<file path="src/rtl/skid_pipe_reg_if.sv">
// Valid/ready stream bundle used on both sides of the skid stage.
// The master drives valid/data and the slave drives ready.
interface skid_pipe_reg_if #(
  parameter int unsigned WIDTH = 32
);
  logic             valid;
  logic             ready;
  logic [WIDTH-1:0] data;

  modport master (output valid, output data, input ready);
  modport slave  (input valid, input data, output ready);
endinterface

</file>
<file path="src/rtl/skid_pipe_reg.sv">
// Elastic pipeline stage with a 2-entry skid buffer.
// in_ready is registered, so out_ready has no combinational path to in_ready.
module skid_pipe_reg #(
  parameter int unsigned WIDTH = 32,
  parameter int unsigned CNT_W = 16
) (
  input  logic             clk,
  input  logic             rst_n,
  input  logic             i_flush,
  skid_pipe_reg_if.slave   i_up,
  skid_pipe_reg_if.master  o_dn,
  output logic [1:0]       o_occupancy,
  output logic [CNT_W-1:0] o_stall_cnt
);

  // State encoding doubles as the occupancy count.
  typedef enum logic [1:0] {
    ST_EMPTY = 2'd0,
    ST_ONE   = 2'd1,
    ST_TWO   = 2'd2
  } state_t;

  state_t             r_state;
  state_t             w_next_state;
  logic [WIDTH-1:0]   r_main;
  logic [WIDTH-1:0]   r_skid;
  logic               r_in_ready;
  logic               r_out_valid;
  logic [CNT_W-1:0]   r_stall_cnt;

  logic               w_in_fire;
  logic               w_out_fire;
  logic               w_load_main_in;
  logic               w_load_main_skid;
  logic               w_load_skid;

  assign w_in_fire  = i_up.valid & r_in_ready;
  assign w_out_fire = r_out_valid & o_dn.ready;

  // State register plus the flags derived from the next state.
  always_ff @(posedge clk or negedge rst_n) begin
    if (!rst_n) begin
      r_state     <= ST_EMPTY;
      r_in_ready  <= 1'b0;
      r_out_valid <= 1'b0;
    end else begin
      r_state     <= w_next_state;
      r_in_ready  <= (w_next_state != ST_TWO);
      r_out_valid <= (w_next_state != ST_EMPTY);
    end
  end

  // Next-state logic; flush overrides every handshake outcome.
  always_comb begin
    w_next_state = r_state;
    if (i_flush) begin
      w_next_state = ST_EMPTY;
    end else begin
      case (r_state)
        ST_EMPTY: if (w_in_fire) w_next_state = ST_ONE;
        ST_ONE: begin
          if (w_in_fire && !w_out_fire)      w_next_state = ST_TWO;
          else if (!w_in_fire && w_out_fire) w_next_state = ST_EMPTY;
        end
        ST_TWO:   if (w_out_fire) w_next_state = ST_ONE;
        default:  w_next_state = ST_EMPTY;
      endcase
    end
  end

  // Data-register load enables; a flushed cycle loads nothing.
  always_comb begin
    w_load_main_in   = 1'b0;
    w_load_main_skid = 1'b0;
    w_load_skid      = 1'b0;
    if (!i_flush) begin
      case (r_state)
        ST_EMPTY: w_load_main_in = w_in_fire;
        ST_ONE: begin
          w_load_main_in = w_in_fire & w_out_fire;
          w_load_skid    = w_in_fire & ~w_out_fire;
        end
        ST_TWO:   w_load_main_skid = w_out_fire;
        default: ;
      endcase
    end
  end

  always_ff @(posedge clk or negedge rst_n) begin
    if (!rst_n) begin
      r_main <= '0;
      r_skid <= '0;
    end else begin
      if (w_load_main_in)        r_main <= i_up.data;
      else if (w_load_main_skid) r_main <= r_skid;
      if (w_load_skid)           r_skid <= i_up.data;
    end
  end

  // Saturating count of back-pressured cycles; only reset clears it.
  always_ff @(posedge clk or negedge rst_n) begin
    if (!rst_n) begin
      r_stall_cnt <= '0;
    end else if (r_out_valid && !o_dn.ready && (r_stall_cnt != {CNT_W{1'b1}})) begin
      r_stall_cnt <= r_stall_cnt + CNT_W'(1);
    end
  end

  assign i_up.ready  = r_in_ready;
  assign o_dn.valid  = r_out_valid;
  assign o_dn.data   = r_main;
  assign o_occupancy = 2'(r_state);
  assign o_stall_cnt = r_stall_cnt;

endmodule

</file>
<file path="src/flat_wrapper.sv">
// flat-port wrapper written by rule: the top's interface ports become plain ports
module skid_pipe_reg_flat 
#(
  parameter int unsigned WIDTH = 32,
  parameter int unsigned CNT_W = 16
)
  (clk, rst_n, i_flush, o_occupancy, o_stall_cnt, i_up_valid, i_up_data, i_up_ready, o_dn_valid, o_dn_data, o_dn_ready);
  skid_pipe_reg_if #(.WIDTH(WIDTH)) i_up_i ();
  skid_pipe_reg_if #(.WIDTH(WIDTH)) o_dn_i ();
  input  logic clk;
  input  logic rst_n;
  input  logic i_flush;
  output logic [1:0] o_occupancy;
  output logic [CNT_W-1:0] o_stall_cnt;
  input wire logic [$bits(i_up_i.valid)-1:0] i_up_valid;
  input wire logic [$bits(i_up_i.data)-1:0] i_up_data;
  output wire logic [$bits(i_up_i.ready)-1:0] i_up_ready;
  output wire logic [$bits(o_dn_i.valid)-1:0] o_dn_valid;
  output wire logic [$bits(o_dn_i.data)-1:0] o_dn_data;
  input wire logic [$bits(o_dn_i.ready)-1:0] o_dn_ready;
  assign i_up_i.valid = i_up_valid;
  assign i_up_i.data = i_up_data;
  assign i_up_ready = i_up_i.ready;
  assign o_dn_valid = o_dn_i.valid;
  assign o_dn_data = o_dn_i.data;
  assign o_dn_i.ready = o_dn_ready;
  skid_pipe_reg #(.WIDTH(WIDTH), .CNT_W(CNT_W)) u_core (.clk(clk), .rst_n(rst_n), .i_flush(i_flush), .i_up(i_up_i), .o_dn(o_dn_i), .o_occupancy(o_occupancy), .o_stall_cnt(o_stall_cnt));
endmodule
</file>
<file path="config.mk">
export PLATFORM = sky130hd
export DESIGN_NAME = skid_pipe_reg_flat
export DESIGN_NICKNAME = d
export VERILOG_FILES = /design/src/rtl/skid_pipe_reg_if.sv /design/src/rtl/skid_pipe_reg.sv /design/src/flat_wrapper.sv
export SDC_FILE = /design/constraint.sdc
export NUM_CORES = 1
export LEC_CHECK = 0
export ABC_AREA = 1
export CELL_PAD_IN_SITES_DETAIL_PLACEMENT = 1
export CELL_PAD_IN_SITES_GLOBAL_PLACEMENT = 1
export CORE_MARGIN = 1
export CORE_UTILIZATION = 25
export DETAILED_ROUTE_END_ITERATION = 6
export PLACE_DENSITY_LB_ADDON = 0.1
export SLEW_MARGIN = 20
export SYNTH_ARGS = -nofsm -noshare
export SYNTH_HDL_FRONTEND = slang
export SYNTH_SLANG_ARGS = --single-unit
export TNS_END_PERCENT = 100
</file>
<file path="constraint.sdc">
create_clock -name clk -period 1.7 [get_ports clk]
set_input_delay 0.34 -clock clk [delete_from_list [all_inputs] [get_ports clk]]
set_output_delay 0.34 -clock clk [all_outputs]
set_load 0.005 [all_outputs]
</file>
# Yosys cells after proc, flatten, opt, wreduce, memory -nomap -nowiden
# Cells that the tools add are included.
[totals] regBits=84 out_inout_bits=52 word_cells=40
[classes] reduce_logical=10 n_addsub=1 bitwise_logic=5 n_eq_ne=4 mux=14
[ops] operator="2-to-1 mux 32 bit" count=2
[ops] operator="adder 16 x 1 -> 16 bit (second input constant)" count=1
[ops] operator="!= test 16 bit (second input constant)" count=1
[ops] operator="2-to-1 mux 2 bit" count=5
[ops] operator="case mux 2 bit (3 select lines)" count=1
[ops] operator="2-to-1 mux 1 bit" count=5
[ops] operator="bitwise AND 1 bit" count=4
[ops] operator="logical AND 1 bit" count=4
[ops] operator="nonzero test 2 bit" count=2
[ops] operator="zero test 1 bit" count=3
[ops] operator="equality test 2 x 1 -> 1 bit (second input constant)" count=1
[ops] operator="equality test 2 bit (second input constant)" count=1
[ops] operator="zero test 2 bit" count=1
[ops] operator="!= test 2 bit (second input constant)" count=1
[ops] operator="case mux 1 bit (2 select lines)" count=1
[ops] operator="inverter 1 bit" count=1

# Depth between registers and ports, before layout
# Gate-level depths: netlist of run 1.
[depth] depth_word=8 depth_mapped=9 mapped_depth_nobuf=9

# Worst setup path before layout of run 1
# Ideal clock, no wire load.
[synth_timing] path_type="reg-to-reg" startpoint="register u_core.r_stall_cnt[0], in the netlist u_core.o_stall_cnt[0]" endpoint="register u_core.r_stall_cnt[10], in the netlist u_core.o_stall_cnt[10]" path_stages_with_launch=9 slack_ns=0.321 arrival_ns=1.263 cell_sequence="dfrtp_1 -> ha_1 -> nand3_1 -> nor2_2 -> nand2_2 -> nand2_4 -> buf_12 -> nand2_1 -> nand2_1"
[synth_between] elab_chain_cells=2 elab_cells_between_ends=3
[synth_lines] element="from (decl)" line="skid_pipe_reg.sv:29" source="logic [CNT_W-1:0] r_stall_cnt;"
[synth_lines] element="from (signal assigned)" line="skid_pipe_reg.sv:105" source="r_stall_cnt <= r_stall_cnt + CNT_W'(1);"
[synth_lines] element="branches (longest 2 deep; another with adder 16 x 1 -> 16 bit)"
# Parallel ways; which one is timed is not known.
# A chain may end at the register's enable or synchronous reset.

# Worst setup path after layout of run 1
[layout_timing] startpoint="register u_core.r_stall_cnt[3], in the netlist u_core.o_stall_cnt[3]" endpoint="output port o_stall_cnt[3]"
[layout_lines] element="to (decl)" line="flat_wrapper.sv:14" source="output logic [CNT_W-1:0] o_stall_cnt;"
# No word-level cell between the ends.

==> results.sh, run 1 <==
export IMPL_worst_slack_ns=0.0441
export IMPL_final_util_pct=37.1
export IMPL_nets=599
export IMPL_path_clk_slew_ns=0.06
export IMPL_ys_types=26
export IMPL_synth_area_um2=3820
export IMPL_drcViolationCount=5
export IMPL_synth_largest_area_cell="dfrtp_1"
export IMPL_clk_path_buf_depth=2
export IMPL_core_rowCount=44
export IMPL_syn_nets=490
export IMPL_slew_headroom_pct=73.2
export IMPL_worstPathRequired_ns=1.36
export IMPL_core_um2=14700
export IMPL_crit_start="u_core.o_stall_cnt[3]"
export IMPL_die_x_um=126
export IMPL_n_antenna_cell=0
export IMPL_avgSynthCellArea_um2=8.45
export IMPL_tritoncts="built"
export IMPL_final_common_cell="nand2_1"
export IMPL_final_cell_mix="nand2_1 (191), clkdlybuf4s50_1 (87), dfrtp_1 (74)"
export IMPL_dr_pass1_iters=6
export IMPL_die_area_um2=15800
export IMPL_critical_path_startpoint_type="register"
export IMPL_ir_drop_uv=423
export IMPL_dpl_worst_slack_ns=-0.221
export IMPL_finalHoldViolations=0
export IMPL_met1_usage_pct=18.9
export IMPL_fin_cells=749
export IMPL_endpoint_kind="primary output"
export IMPL_port_buffers=88
export IMPL_dr_first_iter_drc_count=124
export IMPL_use_met2_pct=23.1
export IMPL_top_level_ports=89
export IMPL_rr_startpoint="u_core.o_stall_cnt[0]"
export IMPL_place_congestion=0.720
export IMPL_reg2reg_slack_ns=0.19
export IMPL_fmax_ghz=0.604
export IMPL_wl_mm=10.5
export IMPL_outcome="complete, but fails checks"
export IMPL_antenna_found_initial=0
export IMPL_use_met3_pct=2.68
export IMPL_crit_family="buffers and inverters"
export IMPL_setup_worst_path_end="o_stall_cnt[3]"
export IMPL_clockRootBuffer="clkbuf_16"
export IMPL_violations="DRC"
export IMPL_critPathMaxFanout=5
export IMPL_reg2regPathDepth=8
export IMPL_ant_nets=0
export IMPL_grt_overflow_total=0
export IMPL_dp_hpwl_mm=7.51
export IMPL_cp_arrival_ns=1.32
export IMPL_yosys_register_bits=84
export IMPL_hold_class="in -> async"
export IMPL_finClkSkew_ns=0.00558
export IMPL_slowest_delay_ns=0.54
export IMPL_clk_insertion_delay_late_ns=0.34
export IMPL_rsz0062_at_grt="no"
export IMPL_yosysWarnings=0
export IMPL_cts_sinks=84
export IMPL_via_per_inst=4.41
export IMPL_cts_buffers=9
export IMPL_wl_per_cell_um=14.1
export IMPL_drv_cap=0
export IMPL_cp_depth=1
export IMPL_grt_pass1_wl_mm=17.7
export IMPL_grtUsageTotal_pct=14.4
export IMPL_slew_violations=0
export IMPL_syn_inst=452
export IMPL_path_class="reg -> out"
export IMPL_nFillCells=1711
export IMPL_area_growth_pct=42.6
export IMPL_vias=3303
export IMPL_worst_path_buf_inv=1
export IMPL_timing_rr_end="u_core.o_stall_cnt[12]"
export IMPL_cts_max_level=3
export IMPL_fin_crit_ns=1.66
export IMPL_power_density_nw_per_um2=1340
export IMPL_critPathSlowestCell="clkdlybuf4s50_1"
export IMPL_period_share_pct=97.4
export IMPL_grt_pass1_vias=3452
export IMPL_leakagePower_uw=0.00252
export IMPL_crit_chain="clkdlybuf4s50_1"
export IMPL_start_util_pct=26.0
export IMPL_synth_top_area_share_pct=55.0
export IMPL_ys_seq_area_share_pct=55.0
export IMPL_dp_cells=732
export IMPL_worst_slew_pin_slew_ns=0.402
export IMPL_drive_gt1_share_pct=10.6
export IMPL_synthTopCellsByArea="dfrtp_1 (55%), nand2_1 (19%), o211ai_1 (4.7%)"
export IMPL_die_h_um=126
export IMPL_grt_start_max_net_pins=29
export IMPL_setup_violations_final=0
export IMPL_grt_busiest_layer="met2"
-- worst register-to-register path, cell delays in order (launching register included) --
cell and delay [ns]:
dfrtp_1 0.35, buf_4 0.11, ha_1 0.19, nand3_2 0.15, inv_1 0.11, nand2_1 0.11, nor2_1 0.14, nand2_1 0.11
xnor2_1 0.13
-- flip-flops by register name, summed over array words and instances, names as in the netlist --
name / flops
u_core.o_stall_cnt: 16
u_core.o_dn.data: 32
u_core.o_dn.valid: 1
u_core.r_skid: 32
u_core.o_occupancy: 2
u_core.i_up.ready: 1
-- cell usage after synthesis --
| cell | count |
|---|---|
| o211ai_1 | 24 |
| clkbuf_1 | 3 |
| buf_12 | 1 |
| ha_1 | 1 |
| buf_4 | 4 |
| nand4_1 | 5 |
| nand3_2 | 1 |
| nor2_8 | 1 |
| o21ai_0 | 10 |
| nand3b_1 | 1 |
| xnor2_1 | 8 |
| nand2_4 | 1 |
| o21ai_1 | 20 |
| nand2_1 | 191 |
| a21oi_1 | 3 |
| buf_2 | 3 |
| nor2_4 | 1 |
| nor2_1 | 20 |
| inv_2 | 1 |
| nand2_2 | 3 |
| buf_6 | 5 |
| nand3_1 | 15 |
| dfrtp_1 | 84 |
| a31oi_1 | 1 |
| nor2_2 | 1 |
| inv_1 | 44 |
-- routing by layer --
layer  part of all wire [%]  vias to the layer above  wire length, um
met1                     48                     1582             5070
li1                       -                     1641                -
met2                     46                       67             4880
met3                    3.5                       13              365
met5                      0                        -                0
met4                    2.0                        0              212
-- worst min-delay path by stage --
stage	start	endpoint	cells after the start
floorplan	rst_n	u_core.i_up.ready	0
global placement	rst_n	u_core.o_dn.data[14]	1
detailed placement	rst_n	u_core.r_skid[14]	1
CTS	u_core.r_skid[27]	u_core.r_skid[27]	2
global route	u_core.r_skid[30]	u_core.r_skid[30]	2
finish	rst_n	u_core.r_skid[14]	2
-- cell families after synthesis --
group | share of synthesized area (%)
AOI/OAI and AO/OA | 9.20
xor gates and xnor gates | 1.83
adders and majority gates | 0.327
buffers and inverters | 7.89
DFF | 55.0
and+or+nand+nor | 25.7
-- final cells by class --
type                    count  area (um^2)  area share, %
clock buffers              12          256           4.71
inverters                  45          169           3.10
repair buffers            114         1200           22.0
clock inverters             3         46.3          0.850
well taps                 184          230           4.23
multi-input cells         307         1430           26.3
flip-flops and latches     84         2110           38.8
-- metrics by stage --
step	instance area (um^2)	power [uW]	hold WS (ns)	setup TNS (ns)
finish	5450	7300	0.472	0
global placement	5100	5230	0.304	-4.85
CTS	5420	7400	0.475	0
global route	5450	7800	0.495	0
detailed placement	5100	5320	0.302	-5.72
floorplan	3820	4040	0.0444	0
-- power by group --
part / internal, uW / total [uW] / switching, uW
logic: 1210 / 2060 / 854
registers: 2740 / 3220 / 482
clock network: 1210 / 2020 / 806
-- repair_timing --
item,in CTS,in global routing
setup buffers,0,1
gates resized for setup,4,8
hold buffers,1,0
setup endpoints to repair,4,20
hold endpoints to repair,24,0
pin swaps,0,1
Power figures use the tool's default switching activity.
==> inputs of run 2 (changes only) <==
CORE_MARGIN = not set   (was 1)
==> results of run 2 <==
The final DEF is identical to that of run 1; final timing and power are the same.
